==> src/rtl/or1k_trace_monitor.sv <==
// Per-core retirement-trace monitor: decodes l.nop simulation control, buffers putc output, reports, exit.
// Optional instruction counter is built only when OR1K_TRACE_MONITOR_INSN_COUNT_EN is defined.
module or1k_trace_monitor #(
  parameter int FIFO_DEPTH = 16,
  parameter int CNT_WIDTH  = 32
) (
  input  logic                 clk,
  input  logic                 rst,
  input  logic                 trace_valid,
  input  logic [31:0]          trace_pc,
  input  logic [31:0]          trace_insn,
  input  logic                 trace_wben,
  input  logic [4:0]           trace_wbreg,
  input  logic [31:0]          trace_wbdata,
  output logic [7:0]           char_data,
  output logic                 char_valid,
  input  logic                 char_ready,
  output logic                 report_valid,
  output logic [31:0]          report_data,
  output logic                 termination,
  output logic [31:0]          exit_code,
  output logic [7:0]           overflow_cnt,
  output logic [CNT_WIDTH-1:0] insn_count
);
  localparam int PW = $clog2(FIFO_DEPTH);

  typedef enum logic [1:0] {S_RUN, S_DRAIN, S_DONE} state_t;

  typedef struct packed {
    logic        valid;
    logic [31:0] insn;
    logic        wben;
    logic [4:0]  wbreg;
    logic [31:0] wbdata;
  } trace_t;

  trace_t tr;
  assign tr = '{valid: trace_valid, insn: trace_insn, wben: trace_wben,
                wbreg: trace_wbreg, wbdata: trace_wbdata};

  // PC and the middle opcode byte play no part in decode.
  logic unused_bits;
  assign unused_bits = ^{trace_pc, tr.insn[23:16]};

  state_t state, state_nxt;
  logic   running;
  assign running = (state == S_RUN);

  logic [31:0] shadow_r3;

  // Decode: only live in RUN, so DRAIN/DONE ignore the trace completely.
  logic is_nop, dec_exit, dec_report, dec_putc, sh_wr;
  always_comb begin
    is_nop     = tr.valid && (tr.insn[31:24] == 8'h15);
    dec_exit   = running && is_nop && (tr.insn[15:0] == 16'h0001);
    dec_report = running && is_nop && (tr.insn[15:0] == 16'h0002);
    dec_putc   = running && is_nop && (tr.insn[15:0] == 16'h0004);
    sh_wr      = running && tr.valid && tr.wben && (tr.wbreg == 5'd3);
  end

  // Character FIFO
  logic [7:0]    mem [FIFO_DEPTH];
  logic [PW-1:0] wr_ptr, rd_ptr;
  logic [PW:0]   count;
  logic          full, pop, push, drop;

  always_comb begin
    full = count[PW];
    pop  = (count != '0) && char_ready;
    // A pop on the same edge frees the slot the push needs.
    push = dec_putc && (!full || pop);
    drop = dec_putc && !push;
  end

  always_ff @(posedge clk) begin
    if (rst) begin
      wr_ptr <= '0;
      rd_ptr <= '0;
      count  <= '0;
    end else begin
      if (push) wr_ptr <= wr_ptr + 1'b1;
      if (pop)  rd_ptr <= rd_ptr + 1'b1;
      if (push && !pop)      count <= count + 1'b1;
      else if (pop && !push) count <= count - 1'b1;
    end
  end

  always_ff @(posedge clk) begin
    if (push) mem[wr_ptr] <= shadow_r3[7:0];
  end

  assign char_valid = (count != '0);
  assign char_data  = char_valid ? mem[rd_ptr] : 8'h00;

  // Control registers; shadow update lands after the NOP has read the old r3.
  always_ff @(posedge clk) begin
    if (rst) begin
      shadow_r3    <= '0;
      report_valid <= 1'b0;
      report_data  <= '0;
      exit_code    <= '0;
      overflow_cnt <= '0;
    end else begin
      report_valid <= dec_report;
      if (dec_report) report_data <= shadow_r3;
      if (dec_exit)   exit_code   <= shadow_r3;
      if (drop && (overflow_cnt != 8'hFF)) overflow_cnt <= overflow_cnt + 1'b1;
      if (sh_wr) shadow_r3 <= tr.wbdata;
    end
  end

`ifdef OR1K_TRACE_MONITOR_INSN_COUNT_EN
  logic [CNT_WIDTH-1:0] cnt_q;
  always_ff @(posedge clk) begin
    if (rst)                     cnt_q <= '0;
    else if (running && tr.valid) cnt_q <= cnt_q + 1'b1;
  end
  assign insn_count = cnt_q;
`else
  assign insn_count = '0;
`endif

  // FSM
  always_ff @(posedge clk) begin
    if (rst) state <= S_RUN;
    else     state <= state_nxt;
  end

  always_comb begin
    state_nxt = state;
    case (state)
      S_RUN:   if (dec_exit) state_nxt = S_DRAIN;
      S_DRAIN: if (count == '0) state_nxt = S_DONE;
      S_DONE:  state_nxt = S_DONE;
      default: state_nxt = S_RUN;
    endcase
  end

  always_comb begin
    termination = (state == S_DONE);
  end
endmodule

==> config.mk <==
export PLATFORM = sky130hd
export DESIGN_NAME = or1k_trace_monitor
export DESIGN_NICKNAME = d
export VERILOG_FILES = /design/src/rtl/or1k_trace_monitor.sv
export SDC_FILE = /design/constraint.sdc
export NUM_CORES = 1
export LEC_CHECK = 0
export ABC_AREA = 1
export CORE_MARGIN = 2
export CORE_UTILIZATION = 51
export DETAILED_ROUTE_END_ITERATION = 6
export MAX_ROUTING_LAYER = met4
export PLACE_DENSITY = 0.88
export SETUP_SLACK_MARGIN = 0.2
export SKIP_LAST_GASP = 1
export SYNTH_ARGS = -nofsm -noshare
export SYNTH_HDL_FRONTEND = slang
export SYNTH_SLANG_ARGS = --single-unit
export TNS_END_PERCENT = 20
==> constraint.sdc <==
create_clock -name clk -period 2.9 [get_ports clk]
set_clock_uncertainty 0.05 [all_clocks]
set_input_delay 0.58 -clock clk [delete_from_list [all_inputs] [get_ports clk]]
set_output_delay 0.58 -clock clk [all_outputs]
set_load 0.05 [all_outputs]
; ---- Yosys cells after proc, flatten, opt, wreduce, memory -nomap -nowiden
; Memory sizes are Yosys's and may differ from the RTL's. A register that Yosys moved wholly into a read port is not among the register bits.
; Index checks and enable logic that the tools add are counted.
[op_classes]
n_eq_ne = 10
n_reduce_logical = 23
n_mux = 10
addsub = 5
[ops]
columns = op, n
row1 = $eq A16 B1 Y1 const B, 1
row2 = $eq A16 B2 Y1 const B, 1
row3 = $eq A16 B3 Y1 const B, 1
row4 = $logic_and A1 B1 Y1, 14
row5 = $mux W5, 2
row6 = $add A4 B1 Y4 const B, 2
row7 = $add A8 B1 Y8 const B, 1
row8 = $eq A8 B5 Y1 const B, 1
row9 = $mux W4, 2
row10 = $mux W8, 1
row11 = $ne A8 B8 Y1 const B, 1
row12 = $pmux W2 S3, 1
row13 = $add A5 B1 Y5 const B, 1
row14 = $eq A5 B2 Y1 const B, 1
row15 = $logic_not A5 Y1, 1
row16 = $reduce_bool A5 Y1, 1
row17 = $sub A5 B1 Y5 const B, 1
row18 = $mux W2, 2
row19 = $logic_not A1 Y1, 3
row20 = $eq A2 B1 Y1 const B, 1
row21 = $eq A2 B2 Y1 const B, 1
row22 = $logic_not A2 Y1, 1
row23 = $mux W1, 2
row24 = $ne A2 B1 Y1 const B, 1
row25 = other kinds (4), 4
[word_totals]
word_cells = 58
mem_bits_rw = 128
n_memories = 1
output_inout_bits = 115
regBits = 120
[memory_table]
columns = memory, depth, word_bits, rd, rd_clocked_by_memory_dff, write_ports, line
row1 = mem, 16, 8, 1, 1, 1, 62  ; logic [7:0] mem [FIFO_DEPTH];

; ---- Depth between registers and ports, before layout
; Gate-level depths: netlist of run 1.
[logic_depth]
depth_word = 9
mapped_depth = 15
mapped_depth_nobuf = 15

; ---- Least setup slack after synthesis of run 1
; OpenSTA, ideal clock, no wires.
[synth_path]
kind = input to register
start = input trace_insn[15]
end = register count[4]
path_buffers = 0
path_stages = 14
setup_ns = 0.070
path_slack_ns = 0.297
t_arrival_ns = 2.483
cell_sequence = nor2_1 > nand2_1 > nor2_1 > nand2_1 > nor3b_4 > ha_1 > inv_1 > fa_1 > nand2_1 > nand2_1 > a21oi_1 > xnor2_1 > nand2_1 > a21oi_1
[synth_between]
elab_chain_len = 6
word_cells_on_any_way = 8
[synth_lines]
columns = element, line
row1 = start: declaration, 11  ; input logic [31:0] trace_insn,
row2 = $eq A16 B3 Y1 *, 57  ; dec_putc = running && is_nop && (tr.insn[15:0] == 16'h0004);
row3 = $logic_and A1 B1 Y1 *, 57
row4 = $logic_and A1 B1 Y1 *, 71  ; push = dec_putc && (!full || pop);
row5 = named net push, 65  ; logic full, pop, push, drop;
row6 = $logic_not A1 Y1, 84  ; else if (pop && !push) count <= count - 1'b1;
row7 = $logic_and A1 B1 Y1, 84
row8 = $reduce_bool A2 Y1 (no line), -
row9 = end signal: assignment, 83  ; if (push && !pop) count <= count + 1'b1;
row10 = end signal: assignment, 84
row11 = end: declaration, 64  ; logic [PW:0] count;
; The timed path passes the listed nets; every way through them passes the cells marked *.
; A chain may end at the register's enable or synchronous reset.

==> impl_summary.log, run 1 <==
[metrics] placer congestion estimate: 0.8819
[metrics] highest net fanout along the worst path: 16
[metrics] post-synthesis to final-layout area growth: 28.55%
[metrics] Yosys Warn Count: 0
[metrics] fin crit share: 95.06%
[metrics] Post-layout nets: 1431
[metrics] Core Area: 20230 µm²
[metrics] overall global routing resource usage: 25.59%
[metrics] number of remaining DRC errors: 0
[metrics] root buffer cell: clkbuf_16
[metrics] reg-to-reg setup timing slack: 0.28 ns
[metrics] RSZ-0062 raised after global routing: true
[metrics] Hold Crit Endpoint: report_data[10]
[metrics] Initial Utilization: 51.87%
[metrics] FILL cells: 1443
[metrics] FFs w/ async S/R, synth: 0%
[metrics] leading register cell type out of synthesis: edfxtp_1
[metrics] slew at the pin with the worst max-slew slack: 0.8581 ns
[metrics] minimum setup slack in the final design: 0.1431 ns
[metrics] sequential share of the synthesized area: 60.28%
[metrics] via density per instance: 5.484
[metrics] netlist area before placement: 10500 µm²
[metrics] number of enable flip-flop cells after synthesis: 128
[metrics] total power: 10.14 mW
[metrics] routed length per instance: 17.83 µm
[metrics] number of buffers created by CTS: 25
[metrics] power per cell area: 751.5 nW/µm²
[metrics] die span in y: 147.5 µm
[metrics] remaining antenna violation count after routing: 0
[metrics] Gate Count Post-Synth: 1141
[metrics] fraction of the core area covered by cells at the end of the flow: 66.68%
[metrics] Die Width: 147.5 µm
[metrics] antenna fix cells: 0
[metrics] critical path data required time: 2.27 ns
[metrics] share of cells above drive strength 1: 10.30%
[metrics] peak ir drop on the vdd network: 495.7 µV
[metrics] antenna violations before repair: 0
[metrics] standard-cell rows: 52
[metrics] die area: 21740 µm²
[metrics] final hold violation count: 0
[metrics] drt pass-1 iters: 7
[metrics] clock slew at the register clock pins of the worst setup and hold paths: 0.06 ns
[metrics] combined area of the multi-input logic cells: 3667 µm²
[metrics] clk_lat worst skew: 0.53 ns
[metrics] CTS tree: yes
[metrics] iteration-0 DRC count of the detailed router: 738
[metrics] final sum of negative setup slack: 0 ns
[metrics] dpl hpwl: 16980 µm
[metrics] pin count of the biggest net entering global routing: 65
[metrics] number of cells on the worst hold path: 2
[metrics] via count: 8775
[metrics] arrival time reported for the critical path endpoint: 2.13 ns
[metrics] path class of the lowest-slack min-delay path: reg2reg
[metrics] peak clock frequency supported by timing: 362.7 MHz
[metrics] kind of critical path: reg2out
[metrics] endpoint type of the worst setup path: primary output
[metrics] Max Transition Viols Final: 0
[metrics] minimum clock period: 2.757 ns
[metrics] sort of element at the start of the critical path: flop
[metrics] Port-buffer cells: 148
[metrics] maximum root-to-sink buffer count: 3
[metrics] total overflow reported by the global router: 0
[metrics] Avg Synthesized Cell Area: 9.198 µm²
[metrics] worst max-slew margin expressed relative to the limit: 42.72%
[metrics] Placement Setup Slack: -0.2730 ns
[metrics] Setup Viol. Count Final: 0
[metrics] Num Clock Sinks: 252
[metrics] min-delay src: report_data[10]
[metrics] number of global-route vias before repair: 8494
[metrics] worst r2r src: count[0]
[metrics] number of max-capacitance violations reported: 0
[metrics] sum of routed wire length over all layers: 28520 µm
[metrics] run status: complete, no violations
[metrics] maximum level of the CTS H-tree: 1
[metrics] Top Ports: 221
[metrics] Sequential Area: 6331 µm²
[metrics] count of cells along the worst register-to-register path: 12
[metrics] first-pass GRT wire length: 42910 µm
[metrics] critical register-to-register path endpoint: count[3]
[metrics] distinct cell type count of the synthesized netlist: 34
[metrics] number of storage elements in the synthesis netlist: 252
[metrics] static power due to leakage: 4.912 nW
layout make-up:
cell class	count	share of cell area, %
sequential	252	46.93
multi-input combinational	778	27.18
timing repair buffer	206	16.13
clock buffer	40	5.212
tap	270	2.504
inverter	48	1.419
clock inverter	6	0.6306
synth_stat cells, types with 2 or more instances:
cell	count	area, µm²
nand2_1	226	848.3
nor2_1	185	694.4
nand3_1	146	730.7
edfxtp_1	128	3844
dfxtp_1	124	2482
o21ai_0	66	330.3
a21oi_1	61	305.3
inv_1	45	168.9
buf_4	32	240.2
buf_2	27	135.1
clkbuf_1	26	97.59
ha_1	13	162.7
nand4_1	11	68.82
o21a_1	8	60.06
o21ai_1	5	25.02
buf_1	4	15.01
nor3_1	4	20.02
buf_6	3	33.78
inv_2	3	11.26
nand3_2	3	30.03
nor2_2	3	18.77
xnor2_1	3	26.28
xor2_1	3	26.28
clkbuf_2	2	10.01
metal layers:
metal  global-route usage [%]  wire [µm]  vias to the layer above
li1                         -          -                     4090
met1                    29.90      10350                     4113
met2                    42.87      14270                      498
met3                    6.914       3017                       74
met4                    9.038        890                        0
met5                        -          0                        -
repair_timing:
| item | in CTS | in global routing |
|---|---|---|
| pin swaps | 0 | 15 |
| cloned | 0 | 7 |
| gates resized for setup | 1 | 32 |
| endpoints found under the setup margin | 9 | 12 |
| setup buffers | 0 | 2 |
| hold buffers | 0 | 0 |
kinds of logic (layout without fill, tap and decap cells):
family,count (synthesis),in the layout,synth area share (%)
fa+ha+maj,14,14,1.741
compound gates,142,142,7.094
simple gates,584,584,23.57
other cells,1,32,0.03573
buf+inv,142,300,6.783
xor+xnor,6,6,0.5008
flops,252,252,60.28
per-stage QoR:
step / instance area, µm² / std cells / hold slack, ns
floorplan: 10610 / 1172 / 0.3968
global placement: 12430 / 1545 / 0.3979
detailed placement: 12430 / 1545 / 0.4024
CTS: 13220 / 1591 / 0.4106
global route: 13490 / 1600 / 0.4291
finish: 13490 / 1600 / 0.4109
worst max path at each step:
stage / slack (ns) / depth (start not counted) / endpoint
2_1_floorplan: 0.30 / 14 / count[4]
3_3_place_gp: -0.14 / 15 / count[4]
3_5_place_dp: -0.27 / 14 / count[4]
4_1_cts: 0.06 / 7 / char_data[3]
5_1_grt: 0.13 / 8 / char_data[1]
6_report: 0.14 / 7 / char_data[6]
report_power, final:
part	leakage, nW	internal, mW	switching [mW]
clock	0.382	1.84	1.32
sequential	1.99	3.77	0.0966
combinational	2.54	1.28	1.83
cell usage in the layout, fill, tap and decap left out, types with 10 or more instances in the layout:
cell             instances
a21oi_1                 51
a21oi_2                 10
buf_12                  15
buf_4                   42
clkbuf_1                14
clkbuf_16               30
clkdlybuf4s50_1        139
conb_1                  32
dfxtp_1                122
edfxtp_1               128
ha_1                    12
inv_1                   43
nand2_1                225
nand3_1                140
nand4_1                 11
nor2_1                 181
o21ai_0                 66
worst max-delay path, stage by stage (launching register included):
cell and delay (ns):
dfxtp_4 0.48, buf_12 0.19, nand2_1 0.06, nand3_1 0.11, nand3_1 0.17, a21oi_2 0.23, o21a_1 0.19, buf_12 0.15
state kept, by name (all words and copies together), names as in the netlist, named ones only:
signal        cells
overflow_cnt      8
report_valid      1
rd_ptr            4
exit_code        32
mem             128
wr_ptr            4
shadow_r3        32
state             2
count             5
report_data      32
(Power assumes the default switching activity.)
==> inputs of run 2 (changes only) <==
- CORE_MARGIN: 2 -> default
==> impl_summary.log, run 2 (synthesis results as in run 1) <==
[metrics] sort of element at the start of the critical path: flop
[metrics] Die Width: 145.5 µm
[metrics] fin crit share: 95.34%
[metrics] root buffer cell: clkbuf_16
[metrics] Num Clock Sinks: 252
[metrics] antenna fix cells: 0
[metrics] standard-cell rows: 52
[metrics] iteration-0 DRC count of the detailed router: 739
[metrics] static power due to leakage: 4.920 nW
[metrics] power per cell area: 749.6 nW/µm²
[metrics] register name with the most flops: mem
[metrics] RSZ-0062 raised after global routing: true
[metrics] number of buffers created by CTS: 25
[metrics] worst max-slew margin expressed relative to the limit: 38.37%
[metrics] Critical Path, Cell by Cell: clkinvlp_4 > buf_12 > buf_4 > nand3_1 > nand3_1 > a21oi_2 > o21a_1 > buf_12
[metrics] die span in y: 145.5 µm
[metrics] routed wire length on met3: 2664 µm
[metrics] met1 layer wirelength in the final routing: 10150 µm
[metrics] routed length per instance: 17.18 µm
[metrics] Top Ports: 221
[metrics] maximum level of the CTS H-tree: 1
[metrics] arrival time reported for the critical path endpoint: 2.13 ns
[metrics] leading cell types in the layout, fill and taps excluded: 225 x nand2_1, 181 x nor2_1, 142 x nand3_1
[metrics] Max Transition Viols Final: 0
[metrics] kind of critical path: reg2out
[metrics] combined area of the multi-input logic cells: 3655 µm²
[metrics] via count: 8746
[metrics] most common cell after layout, fill and taps aside: nand2_1
[metrics] final sum of negative setup slack: 0 ns
[metrics] Placement Setup Slack: -0.2535 ns
[metrics] Initial Utilization: 51.87%
[metrics] share of cells above drive strength 1: 11.01%
[metrics] minimum clock period: 2.765 ns
[metrics] maximum root-to-sink buffer count: 3
[metrics] clock slew at the register clock pins of the worst setup and hold paths: 0.06 ns
[metrics] remaining antenna violation count after routing: 0
[metrics] via density per instance: 5.449
[metrics] endpoint type of the worst setup path: primary output
[metrics] Core Area: 20230 µm²
[metrics] flip-flop count of the largest register after layout: 128
[metrics] drt pass-1 iters: 5
[metrics] fraction of the core area covered by cells at the end of the flow: 66.66%
[metrics] clk_lat worst skew: 0.52 ns
[metrics] path class of the lowest-slack min-delay path: reg2reg
[metrics] worst hold slack: 0.4114 ns
[metrics] worst stage delay on the critical path: 0.36 ns
[metrics] highest net fanout along the worst path: 16
[metrics] slew at the pin with the worst max-slew slack: 0.9231 ns
[metrics] routed length on met2: 13940 µm
[metrics] peak clock frequency supported by timing: 361.7 MHz
[metrics] total overflow reported by the global router: 0
[metrics] critical path data required time: 2.27 ns
[metrics] first-pass GRT wire length: 42820 µm
[metrics] dpl hpwl: 17380 µm
[metrics] Setup Viol. Count Final: 0
[metrics] die area: 21160 µm²
[metrics] sum of routed wire length over all layers: 27580 µm
[metrics] final hold violation count: 0
[metrics] number of buffers inserted by hold repair at cts: 0
[metrics] pin count of the biggest net entering global routing: 43
[metrics] number of remaining DRC errors: 0
[metrics] number of global-route vias before repair: 8472
[metrics] uppermost layer routed: met4
[metrics] overall global routing resource usage: 26.12%
[metrics] slowest cell on the critical path: dfxtp_4
[metrics] post-synthesis to final-layout area growth: 28.53%
[metrics] reg-to-reg setup timing slack: 0.36 ns
[metrics] run status: complete, no violations
[metrics] CTS tree: yes
[metrics] placer congestion estimate: 0.8462
[metrics] Port-buffer cells: 148
[metrics] Sequential Area: 6334 µm²
[metrics] peak ir drop on the vdd network: 466.1 µV
[metrics] minimum setup slack in the final design: 0.1351 ns
[metrics] Post-layout nets: 1437
[metrics] antenna violations before repair: 0
[metrics] number of max-capacitance violations reported: 0
[metrics] FILL cells: 1456
-- run 2: cell types whose count changed in the layout (fill, tap and decap cells not counted), moves of 3 or more --
cell / delta
clkbuf_16: -3
clkinv_2: +3
buf_4: +12
buf_6: -3
clkbuf_1: -7
clkbuf_8: +4
-- run 2: worst max-delay path: cells and delay by family, from the launching register on --
| family | cells | cell delay [ns] |
|---|---|---|
| buf+inv | 4 | 0.58 |
| flops | 1 | 0.36 |
| simple gates | 2 | 0.26 |
| compound gates | 2 | 0.41 |
-- run 2: power breakdown --
group,internal (mW),leakage (nW),switching [mW]
Combinational,1.26,2.54,1.83
Clock,1.87,0.395,1.30
Sequential,3.78,1.99,0.0806
-- run 2: worst paths after layout --
path,startpoint,to,depth (start not counted)
hold / removal,report_data[17],report_data[17],2
hold reg to reg,report_data[17],report_data[17],2
setup reg to reg,state[0],count[3],15
setup / recovery,flop,char_data[4],8
-- run 2: cell type report --
class                           count  share of cell area (%)
Inverter                           48                   1.456
Sequential cell                   252                   46.95
Clock inverter                      9                  0.7142
Timing Repair inverter              1                 0.06493
Timing Repair Buffer              211                   15.97
Clock buffer                       36                   5.241
Tap cell                          270                   2.504
Multi-Input combinational cell    778                   27.09
-- run 2: what timing repair did --
action,CTS,global route
hold endpoints to repair,0,0
endpoints found under the setup margin,9,11
resized for setup,8,24
pin swaps,1,16
gates cloned,1,3
setup buffers,2,3
-- run 2: metal layers --
metal	global-route usage, %	vias to the layer above
met5	-	-
met4	8.789	0
met3	5.674	69
met2	44.52	440
met1	30.62	4128
li1	-	4109
-- run 2: per-stage QoR --
stage / cell area, µm² / cells / total power, mW
detailed placement: 12440 / 1551 / 6.692
floorplan: 10610 / 1172 / 5.601
global route: 13490 / 1605 / 10.48
CTS: 13320 / 1599 / 9.919
finish: 13490 / 1605 / 10.11
global placement: 12440 / 1551 / 6.602
